--- config.mk ---
export PLATFORM = sky130hd
export DESIGN_NAME = uart_tx_buffered_flat
export DESIGN_NICKNAME = d
export VERILOG_FILES = /design/src/rtl/uart_tx_buffered_if.sv /design/src/rtl/uart_tx_buffered.sv /design/src/flat_wrapper.sv
export SDC_FILE = /design/constraint.sdc
export NUM_CORES = 1
export LEC_CHECK = 0
export ABC_AREA = 1
export BUFFER_PORTS_ARGS = -buffer_cell sky130_fd_sc_hd__buf_2
export CORE_ASPECT_RATIO = 0.6
export CORE_UTILIZATION = 60
export CTS_CLUSTER_DIAMETER = 40
export DETAILED_ROUTE_END_ITERATION = 6
export PLACE_DENSITY = 0.78
export SLEW_MARGIN = 40
export SYNTH_ARGS = -nofsm -noshare
export SYNTH_HDL_FRONTEND = slang
export SYNTH_SLANG_ARGS = --single-unit
--- constraint.sdc ---
create_clock -name i_Clk -period 2.86 [get_ports i_Clk]
set_input_delay 0.572 -clock i_Clk [delete_from_list [all_inputs] [get_ports i_Clk]]
set_output_delay 0.572 -clock i_Clk [all_outputs]
set_load 0.05 [all_outputs]
--- src/rtl/uart_tx_buffered_if.sv ---
// Byte-write handshake and line/status signals of the buffered UART transmitter.
interface uart_tx_buffered_if;
  logic       i_TX_DV;
  logic [7:0] i_TX_Byte;
  logic       o_TX_Ready;
  logic       o_Overflow;
  logic       o_TX_Active;
  logic       o_TX_Done;
  logic       o_TX_Serial;

  modport master (
    output i_TX_DV, i_TX_Byte,
    input  o_TX_Ready, o_Overflow, o_TX_Active, o_TX_Done, o_TX_Serial
  );

  modport slave (
    input  i_TX_DV, i_TX_Byte,
    output o_TX_Ready, o_Overflow, o_TX_Active, o_TX_Done, o_TX_Serial
  );
endinterface

--- src/rtl/uart_tx_buffered.sv ---
// 8N1 UART transmitter fed by a small FIFO; frames leave LSB-first, back-to-back when queued.
//  state | meaning
//  IDLE  | line high, waiting for a queued byte
//  START | start bit (low) for one bit period
//  DATA  | eight data bits, LSB first
//  STOP  | stop bit (high); pops the next byte on its last cycle if one is queued
module uart_tx_buffered #(
  parameter int CLKS_PER_BIT = 217,
  parameter int FIFO_DEPTH   = 4
) (
  input  logic               i_Clk,
  input  logic               i_Rst_L,
  uart_tx_buffered_if.slave  tx
);
  localparam int AW = $clog2(FIFO_DEPTH);
  localparam int BW = $clog2(CLKS_PER_BIT);

  typedef enum logic [1:0] {IDLE, START, DATA, STOP} state_t;

  logic [7:0]    mem_q [FIFO_DEPTH];
  logic [AW-1:0] wr_ptr_q, rd_ptr_q;
  logic [AW:0]   count_q, count_d;
  logic          full, empty, wr_en, pop;
  logic          ovf_q, ready_q;

  state_t        state_q, state_d;
  logic [BW-1:0] baud_q, baud_d;
  logic [2:0]    bit_q, bit_d;
  logic [7:0]    shift_q, shift_d;
  logic          serial_q, serial_d;
  logic          active_q, active_d;
  logic          done_q, done_d;
  logic          baud_end;

  // Fullness is judged on the start-of-cycle count, so a same-cycle pop never frees a slot.
  assign full     = (count_q == (AW+1)'(FIFO_DEPTH));
  assign empty    = (count_q == '0);
  assign wr_en    = tx.i_TX_DV && !full;
  assign baud_end = (baud_q == BW'(CLKS_PER_BIT - 1));

  always_comb begin
    count_d = count_q;
    case ({wr_en, pop})
      2'b10:   count_d = count_q + 1'b1;
      2'b01:   count_d = count_q - 1'b1;
      default: count_d = count_q;
    endcase
  end

  always_ff @(posedge i_Clk) begin
    if (wr_en) mem_q[wr_ptr_q] <= tx.i_TX_Byte;
  end

  always_ff @(posedge i_Clk or negedge i_Rst_L) begin
    if (!i_Rst_L) begin
      wr_ptr_q <= '0;
      rd_ptr_q <= '0;
      count_q  <= '0;
      ovf_q    <= 1'b0;
      ready_q  <= 1'b1;
    end else begin
      if (wr_en) wr_ptr_q <= wr_ptr_q + 1'b1;
      if (pop)   rd_ptr_q <= rd_ptr_q + 1'b1;
      count_q <= count_d;
      ovf_q   <= tx.i_TX_DV && full;
      ready_q <= (count_d != (AW+1)'(FIFO_DEPTH));
    end
  end

  always_ff @(posedge i_Clk or negedge i_Rst_L) begin
    if (!i_Rst_L) begin
      state_q  <= IDLE;
      baud_q   <= '0;
      bit_q    <= '0;
      shift_q  <= '0;
      serial_q <= 1'b1;
      active_q <= 1'b0;
      done_q   <= 1'b0;
    end else begin
      state_q  <= state_d;
      baud_q   <= baud_d;
      bit_q    <= bit_d;
      shift_q  <= shift_d;
      serial_q <= serial_d;
      active_q <= active_d;
      done_q   <= done_d;
    end
  end

  always_comb begin
    state_d  = state_q;
    baud_d   = baud_q;
    bit_d    = bit_q;
    shift_d  = shift_q;
    serial_d = serial_q;
    active_d = active_q;
    done_d   = 1'b0;
    pop      = 1'b0;
    case (state_q)
      IDLE: begin
        serial_d = 1'b1;
        active_d = 1'b0;
        if (!empty) begin
          pop      = 1'b1;
          shift_d  = mem_q[rd_ptr_q];
          baud_d   = '0;
          state_d  = START;
          serial_d = 1'b0;
          active_d = 1'b1;
        end
      end
      START: begin
        if (baud_end) begin
          baud_d   = '0;
          bit_d    = '0;
          state_d  = DATA;
          serial_d = shift_q[0];
        end else begin
          baud_d = baud_q + 1'b1;
        end
      end
      DATA: begin
        if (baud_end) begin
          baud_d = '0;
          if (bit_q == 3'd7) begin
            state_d  = STOP;
            serial_d = 1'b1;
          end else begin
            bit_d    = bit_q + 3'd1;
            serial_d = shift_q[bit_q + 3'd1];
          end
        end else begin
          baud_d = baud_q + 1'b1;
        end
      end
      STOP: begin
        if (baud_end) begin
          baud_d = '0;
          done_d = 1'b1;
          // A queued byte starts its frame on the very next cycle: no idle gap.
          if (!empty) begin
            pop      = 1'b1;
            shift_d  = mem_q[rd_ptr_q];
            state_d  = START;
            serial_d = 1'b0;
          end else begin
            state_d  = IDLE;
            active_d = 1'b0;
          end
        end else begin
          baud_d = baud_q + 1'b1;
        end
      end
      default: state_d = IDLE;
    endcase
  end

  assign tx.o_TX_Ready  = ready_q;
  assign tx.o_Overflow  = ovf_q;
  assign tx.o_TX_Active = active_q;
  assign tx.o_TX_Done   = done_q;
  assign tx.o_TX_Serial = serial_q;
endmodule

--- src/flat_wrapper.sv ---
// flat-port wrapper written by rule: the top's interface ports become plain ports
module uart_tx_buffered_flat 
#(
  parameter int CLKS_PER_BIT = 217,
  parameter int FIFO_DEPTH   = 4
)
  (i_Clk, i_Rst_L, tx_i_TX_DV, tx_i_TX_Byte, tx_o_TX_Ready, tx_o_Overflow, tx_o_TX_Active, tx_o_TX_Done, tx_o_TX_Serial);
  uart_tx_buffered_if tx_i ();
  input  logic i_Clk;
  input  logic i_Rst_L;
  input wire logic [$bits(tx_i.i_TX_DV)-1:0] tx_i_TX_DV;
  input wire logic [$bits(tx_i.i_TX_Byte)-1:0] tx_i_TX_Byte;
  output wire logic [$bits(tx_i.o_TX_Ready)-1:0] tx_o_TX_Ready;
  output wire logic [$bits(tx_i.o_Overflow)-1:0] tx_o_Overflow;
  output wire logic [$bits(tx_i.o_TX_Active)-1:0] tx_o_TX_Active;
  output wire logic [$bits(tx_i.o_TX_Done)-1:0] tx_o_TX_Done;
  output wire logic [$bits(tx_i.o_TX_Serial)-1:0] tx_o_TX_Serial;
  assign tx_i.i_TX_DV = tx_i_TX_DV;
  assign tx_i.i_TX_Byte = tx_i_TX_Byte;
  assign tx_o_TX_Ready = tx_i.o_TX_Ready;
  assign tx_o_Overflow = tx_i.o_Overflow;
  assign tx_o_TX_Active = tx_i.o_TX_Active;
  assign tx_o_TX_Done = tx_i.o_TX_Done;
  assign tx_o_TX_Serial = tx_i.o_TX_Serial;
  uart_tx_buffered #(.CLKS_PER_BIT(CLKS_PER_BIT), .FIFO_DEPTH(FIFO_DEPTH)) u_core (.i_Clk(i_Clk), .i_Rst_L(i_Rst_L), .tx(tx_i));
endmodule
; ---- Word-level counts from Yosys, hierarchy flattened
; Memory sizes are Yosys's and may differ from the RTL's.
; Index checks and enable logic that the tools add are counted.
[classes]
shifts = 0
mux = 37
magnitude_cmp = 1
eq_ne = 17
n_addsub = 6
n_reduce_logical = 13
n_div = 0
n_mul = 0
n_bitwise = 0
[ops]
columns = operator, n
row1 = $mux 8, 4
row2 = $pmux 8 s2, 2
row3 = $mux 1, 16
row4 = $pmux 3 s2, 2
row5 = $mux 2, 5
row6 = $ne 2x1->1 const B, 5
row7 = $mux 3, 3
row8 = $add 8x1->8 const B, 1
row9 = $eq 8x8->1 const B, 1
row10 = $pmux 2 s4, 1
row11 = $reduce_and 4->1, 2
row12 = $add 3x1->3 const B, 2
row13 = $eq 2x2->1 const B, 3
row14 = $eq 3x3->1 const B, 2
row15 = $ne 2x2->1 const B, 3
row16 = $reduce_and 5->1, 1
row17 = $add 2x1->2 const B, 2
row18 = $eq 2x1->1 const B, 2
row19 = $lt 3x4->1 const B, 1
row20 = $pmux 1 s2, 2
row21 = $pmux 1 s4, 1
row22 = $reduce_bool 2->1, 2
row23 = $bmux 1 s3, 1
row24 = $logic_not 3->1, 1
row25 = other kinds (8), 9
[totals]
mem_bits_rw = 32
mem_bits_ro = 0
word_cells = 87
mem_count = 1
inputBits = 11
out_inout_bits = 5
latchBits = 0
register_bits = 33
[mem_list]
columns = name, words, word_bits, read_ports, rd_clocked_by_memory_dff, write_ports, line_no
row1 = u_core.mem_q, 4, 8, 1, 0, 1, uart_tx_buffered.sv:20  ; logic [7:0] mem_q [FIFO_DEPTH];

; ---- Longest topological paths before layout
; Gate-level depths: netlist of the first run.
[logic_depth]
depth_word = 7
mapped_depth = 13
mapped_depth_nobuf = 13

; ---- Least setup slack after synthesis of the first run
; No wires, ideal clock.
[synth_timing]
path_type = register to register
startpoint = register u_core.state_q[0]
endpoint = register u_core.ready_q (netlist: u_core.tx.o_TX_Ready)
t_required_ps = 2778
arrival_time_ps = 2190
path_stages_with_launch = 13
n_path_buf = 0
synth_period_minus_slack_ps = 2272
setup_time_ps = 82
path_slack_ps = 588
cell_sequence = dfrtp_1 -> inv_1 -> ha_1 -> nor2_2 -> nand2_2 -> inv_1 -> ha_1 -> inv_1 -> fa_1 -> a21oi_1 -> o21ai_0 -> xor2_1 -> nand2_1
[synth_between]
elab_chain_len = 5
word_cells_on_any_way = 7
cone_classes = eq/ne (4) / mux (2) / reduce/logical (1)
[synth_lines]
columns = item, line_no
row1 = "start, declared", uart_tx_buffered.sv:26  ; state_t state_q, state_d;
row2 = "start signal, assigned", uart_tx_buffered.sv:80  ; state_q <= state_d;
row3 = $eq 2x2->1 / $logic_not 2->1 (equally long branches), uart_tx_buffered.sv:99  ; case (state_q)
row4 = $pmux 1 s2 (*), uart_tx_buffered.sv:99
row5 = via u_core.pop, uart_tx_buffered.sv:23  ; logic full, empty, wr_en, pop;
row6 = $eq 2x1->1 / $eq 2x2->1 (equally long branches), uart_tx_buffered.sv:43  ; case ({wr_en, pop})
row7 = $pmux 3 s2 (*), uart_tx_buffered.sv:43
row8 = via u_core.count_d[2], uart_tx_buffered.sv:22  ; logic [AW:0] count_q, count_d;
row9 = $ne 3x3->1 (*), uart_tx_buffered.sv:66  ; ready_q <= (count_d != (AW+1)'(FIFO_DEPTH));
row10 = "end signal, assigned", uart_tx_buffered.sv:66
row11 = "end, declared", uart_tx_buffered.sv:24  ; logic ovf_q, ready_q;
; The timed path passes the listed nets; every way through them passes the cells marked *.
; A chain may end at the register's enable or synchronous reset.

; ---- Final worst setup path of the first run
[layout_timing]
startpoint = register u_core.baud_q[0]
endpoint = register u_core.ready_q (netlist: u_core.tx.o_TX_Ready)
[layout_between]
elab_chain_len = 6
word_cells_on_any_way = 7
cone_classes = eq/ne (4) / mux (3)
[layout_lines]
columns = item, line_no
row1 = "start, declared", uart_tx_buffered.sv:27  ; logic [BW-1:0] baud_q, baud_d;
row2 = "start signal, assigned", uart_tx_buffered.sv:81  ; baud_q <= baud_d;
row3 = $eq 8x8->1 (*), uart_tx_buffered.sv:39  ; assign baud_end = (baud_q == BW'(CLKS_PER_BIT - 1));
row4 = $mux 1 (*), uart_tx_buffered.sv:137  ; if (baud_end) begin
row5 = $pmux 1 s2 (*), uart_tx_buffered.sv:99
row6 = via u_core.pop, uart_tx_buffered.sv:23
row7 = $eq 2x1->1 / $eq 2x2->1 (equally long branches), uart_tx_buffered.sv:43
row8 = $pmux 3 s2 (*), uart_tx_buffered.sv:43
row9 = via u_core.count_d[2], uart_tx_buffered.sv:22
row10 = $ne 3x3->1 (*), uart_tx_buffered.sv:66
; Marked as above.

==> results of run 1 <==
==> through the flow <==
stage | cell area (um2) | hold WS, ps
6_report | 3370 | 165
5_1_grt | 3370 | 189
4_1_cts | 3370 | 304
3_5_place_dp | 3180 | 476
3_3_place_gp | 3180 | 459
2_1_floorplan | 3040 | 276
==> routing by layer <==
layer / up-vias / GRT usage, %
li1: 1034 / -
met1: 989 / 36.3
met2: 71 / 34.4
met3: 11 / 8.80
met4: 0 / 9.89
met5: - / 0
==> kinds of logic (layout without fill, tap and decap cells) <==
| family | count (synthesis) | after routing | synth area share, % |
|---|---|---|---|
| xor+xnor | 7 | 7 | 2.02 |
| simple gates | 113 | 113 | 16.4 |
| fa+ha+maj | 15 | 15 | 6.43 |
| mux | 6 | 6 | 1.98 |
| flops | 65 | 65 | 58.9 |
| compound gates | 53 | 53 | 9.35 |
| buf+inv | 37 | 65 | 4.98 |
==> worst max-delay path, delay by kind of cell, from the launching register on <==
family | cells | cell delay, ps
AOI/OAI and AO/OA | 3 | 460
xor gates and xnor gates | 1 | 190
adders and majority gates | 3 | 760
buffers and inverters | 3 | 210
DFF | 1 | 420
and+or+nand+nor | 3 | 340
==> area by class of cell <==
class	instances	area (um2)	share of cell area, %
Sequential cell	65	1790	53.0
Clock inverter	6	58.8	1.74
Tap cell	63	78.8	2.34
Timing Repair Buffer	18	100	2.97
Inverter	31	116	3.45
Multi-Input combinational cell	194	1100	32.7
Clock buffer	10	128	3.78
==> final timing paths <==
path / to / depth (start not counted) / from
max: u_core.tx.o_TX_Ready / 13 / u_core.baud_q[0]
min: u_core.wr_ptr_q[0] / 1 / i_Rst_L
max reg2reg: u_core.tx.o_TX_Ready / 13 / u_core.baud_q[0]
min reg2reg: u_core.tx.o_TX_Serial / 2 / u_core.tx.o_TX_Serial
max in group asynchronous: u_core.tx.o_TX_Serial / 1 / i_Rst_L
min in group i_Clk: u_core.mem_q[0][3] / 1 / tx_i_TX_Byte[3]
==> sequential cells by signal, summed over array words and instances (netlist names), 2 cells and up <==
signal / count
u_core.wr_ptr_q: 2
u_core.rd_ptr_q: 2
u_core.baud_q: 8
u_core.shift_q: 8
u_core.count_q: 3
u_core.mem_q: 32
u_core.bit_q: 3
u_core.state_q: 2
==> power by group <==
| part | switching (mW) | total (mW) | internal, mW |
|---|---|---|---|
| registers | 0.0504 | 1.18 | 1.13 |
| logic | 0.237 | 0.336 | 0.0987 |
| clock network | 0.344 | 0.740 | 0.396 |
| total | 0.632 | 2.26 | 1.62 |
==> cells in the final DEF, fill, tap and decap left out, drive strengths merged <==
cell type,instances
inv,31
clkbuf,10
nand4,1
mux2i,6
xnor2,3
clkinvlp,1
nor3,2
clkinv,4
xor2,4
fa,1
o21ai,33
edfxtp,32
buf,18
nor2,41
nand2,55
o22ai,9
nand3,14
dfstp,2
dfrtp,31
ha,14
bufinv,1
a21oi,11
==> results_dict.tcl, run 1 <==
set metrics [dict create \
    outcome "finished, final reports clean" \
    hold_path_class "in2async" \
    worst_pin_slew_ps 810 \
    crit_type "reg2reg" \
    antenna_found_initial 0 \
    io_buffers 15 \
    clk_path_buf_depth 2 \
    wl_met1_um 2950 \
    clock_latency_ps 340 \
    fin_tns_setup_ps 0 \
    grtUsageTotal_pct 24.9 \
    worst_slack_ps 413 \
    syn-mean-instance-area_um2 10.3 \
    cts_tree "yes" \
    grt_pass1_vias 2012 \
    numCtsBuffers 9 \
    core-area_um2 4710 \
    top_layer "met4" \
    dp_hpwl_um 4080 \
    gr-total-overflow 0 \
    yosys-top-cells-count "nand2_1 (49), nor2_1 (39), edfxtp_1 (32)" \
    crit_fanout 6 \
    crit_path_start_kind "flip-flop" \
    die_y_um 57.1 \
    wl_met2_um 2330 \
    drive_above_1_share_pct 14.5 \
    period_minus_slack_ps 2450 \
    dr_wl_met3_um 403 \
    fin_worst_skew_ps 6.64 \
    dp_cells 371 \
    ys.flop_type "edfxtp_1" \
    synth-edff-count 32 \
    wl_um 5770 \
    drtAntennaViolNets 0 \
    drtIter0Drc 113 \
    place.gp.congestion 0.900 \
    via_per_inst 5.44 \
    final-max-slew-violation-count 0 \
    setup_viol 0 \
    wl_per_cell_um 14.9 \
    period_share_pct 85.6 \
    power.density_nw_per_um2 669 \
    ys_async_sr_fraction_pct 50.8 \
    grt_setup_unrepaired "no" \
    crit_path_frequent_cell "inv_1" \
    die_area_um2 5360 \
    fmax_mhz 409 \
    yosys-top-cells-area "edfxtp_1 (32%), dfrtp_1 (26%), nand2_1 (6.1%), ha_1 (5.8%), nor2_1 (4.8%)" \
    area_growth_pct 11.0 \
    maxCapViolations 0 \
    netlist-cell-type-count 27 \
    grt_max_degree 34 \
    ys_seq_area_share_pct 58.9 \
    nFillCells 344 \
    syn-instance-count 296 \
    clock-sinks 65 \
    hold_viol 0 \
    critPathRequiredTime_ps 3130 \
    synth.top_cell.area_share_pct 31.6 \
    layout.cells.non_filler 387 \
    htreeDepth 3 \
    r2r_slack_ps 410 \
    leakagePower_nw 1.47 \
    via_count 2105 \
    final_util_pct 71.7 \
    firstDrtPassIters 4 \
    endpoint_kind "flip-flop" \
    clock-root-buffer "clkbuf_8" \
    arrival_ps 2720 \
    holdBufCountCts 0 \
    max-slew-margin-rel_pct 45.8 \
    yosysWarnings 0 \
    peakVddDrop_uv 448 \
    slowest_delay_ps 430 \
    place_ws_ps 422 \
    final_nets 345 \
    syn-num-nets 322 \
    crit_slowest_cell "fa_1" \
    start_util_pct 64.5 \
    p_total_mw 2.26 \
    num_io_pins 16 \
    synth_largest_area_cell "edfxtp_1" \
    antenna_cells 0 \
    grt_pass1_wl_um 9630 \
    yosysMostFrequentCell "nand2_1" \
    die_width_um 93.9 \
    ctsResizeCount 0 \
    postCtsSetupRepairBufs 0 \
    syn_area_um2 3040 \
    clk_pin_slew_ps 70 \
    std_cell_rows 19 \
    drc 0 \
    synth-seq-cells 65 \
    cp_cell_sequence "inv_1 -> ha_1 -> nand4_4 -> o21ai_2 -> nand2_2 -> inv_1 -> ha_1 -> inv_1 -> fa_1 -> a21oi_1 -> o21ai_0 -> xor2_1 -> nand2_1" \
]
Note: power is estimated with default switching activity, not from simulation.
==> inputs of run 2 (changes only) <==
Settings changed: BUFFER_PORTS_ARGS -buffer_cell sky130_fd_sc_hd__buf_2 to -buffer_cell sky130_fd_sc_hd__buf_4.
==> results_dict.tcl, run 2 (same netlist as run 1, synthesis figures left out) <==
set metrics [dict create \
    outcome "finished, final reports clean" \
    design_area_um2 3390 \
    postCtsSetupRepairBufs 0 \
    antenna_cells 0 \
    cts_tree "yes" \
    via_count 2076 \
    grt_pass1_wl_um 9380 \
    gr-total-overflow 0 \
    start_util_pct 64.5 \
    place_area_um2 3220 \
    fin_tns_setup_ps 0 \
    worst_slack_ps 435 \
    place_ws_ps 448 \
    crit_type "reg2reg" \
    final_common_cell "nand2_1" \
    largest_reg_flops 32 \
    worst_hold_slack_ps 145 \
    place.gp.congestion 0.897 \
    die_area_um2 5360 \
    final_util_pct 72.1 \
    numCtsBuffers 9 \
    critPathRequiredTime_ps 3140 \
    antenna_found_initial 0 \
    drive_above_1_share_pct 15.1 \
    drc 0 \
    crit_start "u_core.baud_q[0]" \
    peakVddDrop_uv 430 \
    dp_hpwl_um 3820 \
    drtIter0Drc 138 \
    crit_fanout 6 \
    fin_worst_skew_ps 4.79 \
    wl_per_cell_um 14.3 \
    fmax_mhz 412 \
    grt_setup_unrepaired "no" \
    clk_pin_slew_ps 70 \
    via_per_inst 5.36 \
    worst_pin_slew_ps 774 \
    grt_max_degree 34 \
    hold_path_class "in2async" \
    ctsResizeCount 0 \
    reg2reg_from "u_core.baud_q[0]" \
    firstDrtPassIters 4 \
    wl_um 5530 \
    clock-root-buffer "clkbuf_8" \
    endpoint_kind "flip-flop" \
    setup_viol 0 \
    clk_path_buf_depth 2 \
    period_minus_slack_ps 2420 \
    maxCapViolations 0 \
    drtAntennaViolNets 0 \
    io_buffers 15 \
    final-max-slew-violation-count 0 \
    period_share_pct 84.8 \
    num_io_pins 16 \
    holdBufCountCts 0 \
    final_cell_mix "nand2_1 (49), nor2_1 (37), edfxtp_1 (32)" \
    arrival_ps 2700 \
    final_nets 345 \
    area_growth_pct 11.7 \
    grt_pass1_vias 1948 \
    crit_path_start_kind "flip-flop" \
    clock-sinks 65 \
    power.density_nw_per_um2 647 \
    die_y_um 57.1 \
    grtUsageTotal_pct 24.4 \
    max-slew-margin-rel_pct 48.2 \
    hold_viol 0 \
    regMostFlops "u_core.mem_q" \
    top_regs "u_core.mem_q x32, u_core.baud_q x8, u_core.shift_q x8" \
    die_width_um 93.9 \
    std_cell_rows 19 \
    leakagePower_nw 1.46 \
    htreeDepth 3 \
    core-area_um2 4710 \
    clock_latency_ps 350 \
]
run 2: where the power goes:
| group | internal [mW] | switching [mW] | total [mW] |
|---|---|---|---|
| registers | 1.13 | 0.0485 | 1.18 |
| logic | 0.107 | 0.238 | 0.345 |
| clock network | 0.310 | 0.362 | 0.672 |
run 2: through the flow:
step	power, mW	instances
2_1_floorplan	1.42	296
3_3_place_gp	1.52	371
3_5_place_dp	1.54	371
4_1_cts	2.21	387
5_1_grt	2.32	387
6_report	2.19	387
run 2: worst max-delay path, stage by stage, from the launching register on:
cell     delay, ps
dfrtp_1        420
inv_1           80
ha_1           210
nand4_4        170
o21ai_2        190
nand2_2         90
inv_1           70
ha_1           130
inv_1           70
fa_1           430
a21oi_1        140
o21ai_0        110
xor2_1         170
nand2_1         80
run 2: final timing paths:
kind                                         endpoint  slack, ps  depth (start not counted)
worst min register to register  u_core.tx.o_TX_Serial        470                          2
worst max-delay path             u_core.tx.o_TX_Ready        440                         13
max in group asynchronous       u_core.tx.o_TX_Serial       2370                          1
worst max register to register   u_core.tx.o_TX_Ready        440                         13
worst min-delay path               u_core.wr_ptr_q[0]        140                          1
min in group i_Clk                 u_core.mem_q[2][6]        420                          1
run 2: per-layer routing:
layer	vias up	wire, um	global-route usage (%)
li1	1033	-	-
met1	968	2850	35.2
met2	62	2210	34.0
met3	13	374	8.40
met4	0	102	10.5
met5	-	0	0
run 2: cell type report:
type | count | area (um2)
clock buffers | 9 | 124
clock inverters | 7 | 47.5
fillers | 338 | 1310
inverters | 31 | 116
multi-input cells | 194 | 1100
flip-flops and latches | 65 | 1790
well taps | 63 | 78.8
repair buffers | 18 | 135
==> inputs of run 3 (changes only) <==
Clock period 2.86 ns to 2.3 ns, I/O delays scaled along.
==> results_dict.tcl, run 3 (same netlist as run 1, synthesis figures left out) <==
set metrics [dict create \
    clk_path_buf_depth 2 \
    wl_per_cell_um 14.7 \
    outcome "finished, final reports clean" \
    antenna_cells 0 \
    clock_latency_ps 340 \
    place.gp.congestion 0.862 \
    drtAntennaViolNets 0 \
    power.density_nw_per_um2 796 \
    clock-root-buffer "clkbuf_8" \
    endpoint_kind "flip-flop" \
    wl_um 5950 \
    hold_path_class "in2async" \
    grtUsageTotal_pct 25.4 \
    fmax_mhz 462 \
    peakVddDrop_uv 537 \
    period_share_pct 94.1 \
    dp_cells 385 \
    dp_hpwl_um 4030 \
    via_per_inst 5.31 \
    std_cell_rows 19 \
    grt_pass1_wl_um 9850 \
    io_buffers 15 \
    clock-sinks 65 \
    area_growth_pct 17.2 \
    core-area_um2 4710 \
    drc 0 \
    setup_viol 0 \
    crit_path_start_kind "flip-flop" \
    htreeDepth 3 \
    hold_viol 0 \
    arrival_ps 2430 \
    maxCapViolations 0 \
    start_util_pct 64.5 \
    grt_max_degree 34 \
    top_regs "u_core.mem_q x32, u_core.baud_q x8, u_core.shift_q x8" \
    final-max-slew-violation-count 0 \
    fin_worst_skew_ps 9.15 \
    max-slew-margin-rel_pct 61.1 \
    largest_reg_flops 32 \
    final_common_cell "nand2_1" \
    final_cell_mix "nand2_1 (49), nor2_1 (39), buf_4 (36)" \
    drtIter0Drc 156 \
    final_util_pct 75.7 \
    p_sw_share_pct 27.5 \
    numCtsBuffers 9 \
    leakagePower_nw 1.57 \
    fin_tns_setup_ps 0 \
    seqPwrFrac_pct 51.7 \
    die_y_um 57.1 \
    crit_type "reg2reg" \
    intPower_mw 2.06 \
    num_io_pins 16 \
    grt_setup_unrepaired "no" \
    clkPwrFrac_pct 31.9 \
    p_comb_share_pct 16.4 \
    holdBufCountCts 0 \
    drive_above_1_share_pct 20.5 \
    clk_pin_slew_ps 70 \
    crit_fanout 3 \
    via_count 2150 \
    cts_tree "yes" \
    layout.cells.non_filler 405 \
    antenna_found_initial 0 \
    firstDrtPassIters 4 \
    worst_pin_slew_ps 583 \
    regMostFlops "u_core.mem_q" \
    p_sw_uw 779 \
    gr-total-overflow 0 \
    final_nets 363 \
    period_minus_slack_ps 2170 \
    critPathRequiredTime_ps 2560 \
    grt_pass1_vias 2038 \
    die_width_um 93.9 \
    r2r_slack_ps 130 \
    die_area_um2 5360 \
]
## run 3: cell types whose count changed in the layout (fill, tap and decap cells not counted), sizes merged
cell	change
clkbuf	+3
bufinv	+1
clkinvlp	-4
buf	+18
## run 3: critical path, cell delays in order, from the launching register on
cell and delay [ps]:
dfrtp_1 390, inv_2 70, ha_4 140, nand4_4 100, o21ai_2 170, nand2_2 70
inv_1 50, ha_1 140, inv_1 70, fa_2 390, a21oi_1 140, o21ai_1 90
xor2_1 190, nand2_1 70
## run 3: area by class of cell
class,count,area (um2)
Sequential cell,65,1790
Tap cell,63,78.8
Clock inverter,4,43.8
Fill cell,306,1150
Inverter,31,116
Multi-Input combinational cell,194,1130
Timing Repair Buffer,36,270
Clock buffer,12,135
## run 3: stage by stage
stage / hold slack (ps) / worst slack (ps) / instance area [um2] / power (mW)
2_1_floorplan: 164 / 27.7 / 3040 / 1.76
3_3_place_gp: 424 / 70.6 / 3320 / 1.92
3_5_place_dp: 426 / 6.39 / 3320 / 1.94
4_1_cts: 61.7 / 6.87 / 3510 / 2.84
5_1_grt: 81.4 / 20.6 / 3560 / 2.97
6_report: 49.1 / 135 / 3560 / 2.84
## run 3: path summary, 6_finish.rpt
check                      cells past startpoint                     to                  start
setup / recovery                              13   u_core.tx.o_TX_Ready       u_core.baud_q[0]
hold / removal                                 1     u_core.wr_ptr_q[0]                i_Rst_L
setup reg to reg                              13   u_core.tx.o_TX_Ready       u_core.baud_q[0]
hold reg to reg                                2  u_core.tx.o_TX_Serial  u_core.tx.o_TX_Serial
max in group asynchronous                      1  u_core.tx.o_TX_Serial                i_Rst_L
min in group i_Clk                             1     u_core.mem_q[2][0]        tx_i_TX_Byte[0]
## run 3: power by group through the flow
stage / Sequential [mW] / Clock, mW / Combinational (mW)
5_1_grt: 1.48 / 0.966 / 0.525
4_1_cts: 1.46 / 0.915 / 0.460
3_5_place_dp: 1.49 / 0 / 0.456
6_report: 1.47 / 0.904 / 0.465
2_1_floorplan: 1.50 / 0 / 0.260
3_3_place_gp: 1.48 / 0 / 0.436
## run 3: per-layer routing
metal	part of all wire (%)	vias up	global-route usage (%)
met3	6.6	10	7.07
met5	0	-	0
met2	42	61	34.3
li1	-	1070	-
met4	1.5	0	8.79
met1	50	1009	39.6
## run 3: repair_timing
item                                   in CTS  in global routing
setup buffers                               1                  3
gates resized for setup                     0                 11
pin swaps                                   0                  2
endpoints found under the hold margin       0                  0
setup endpoints to repair                   1                  2
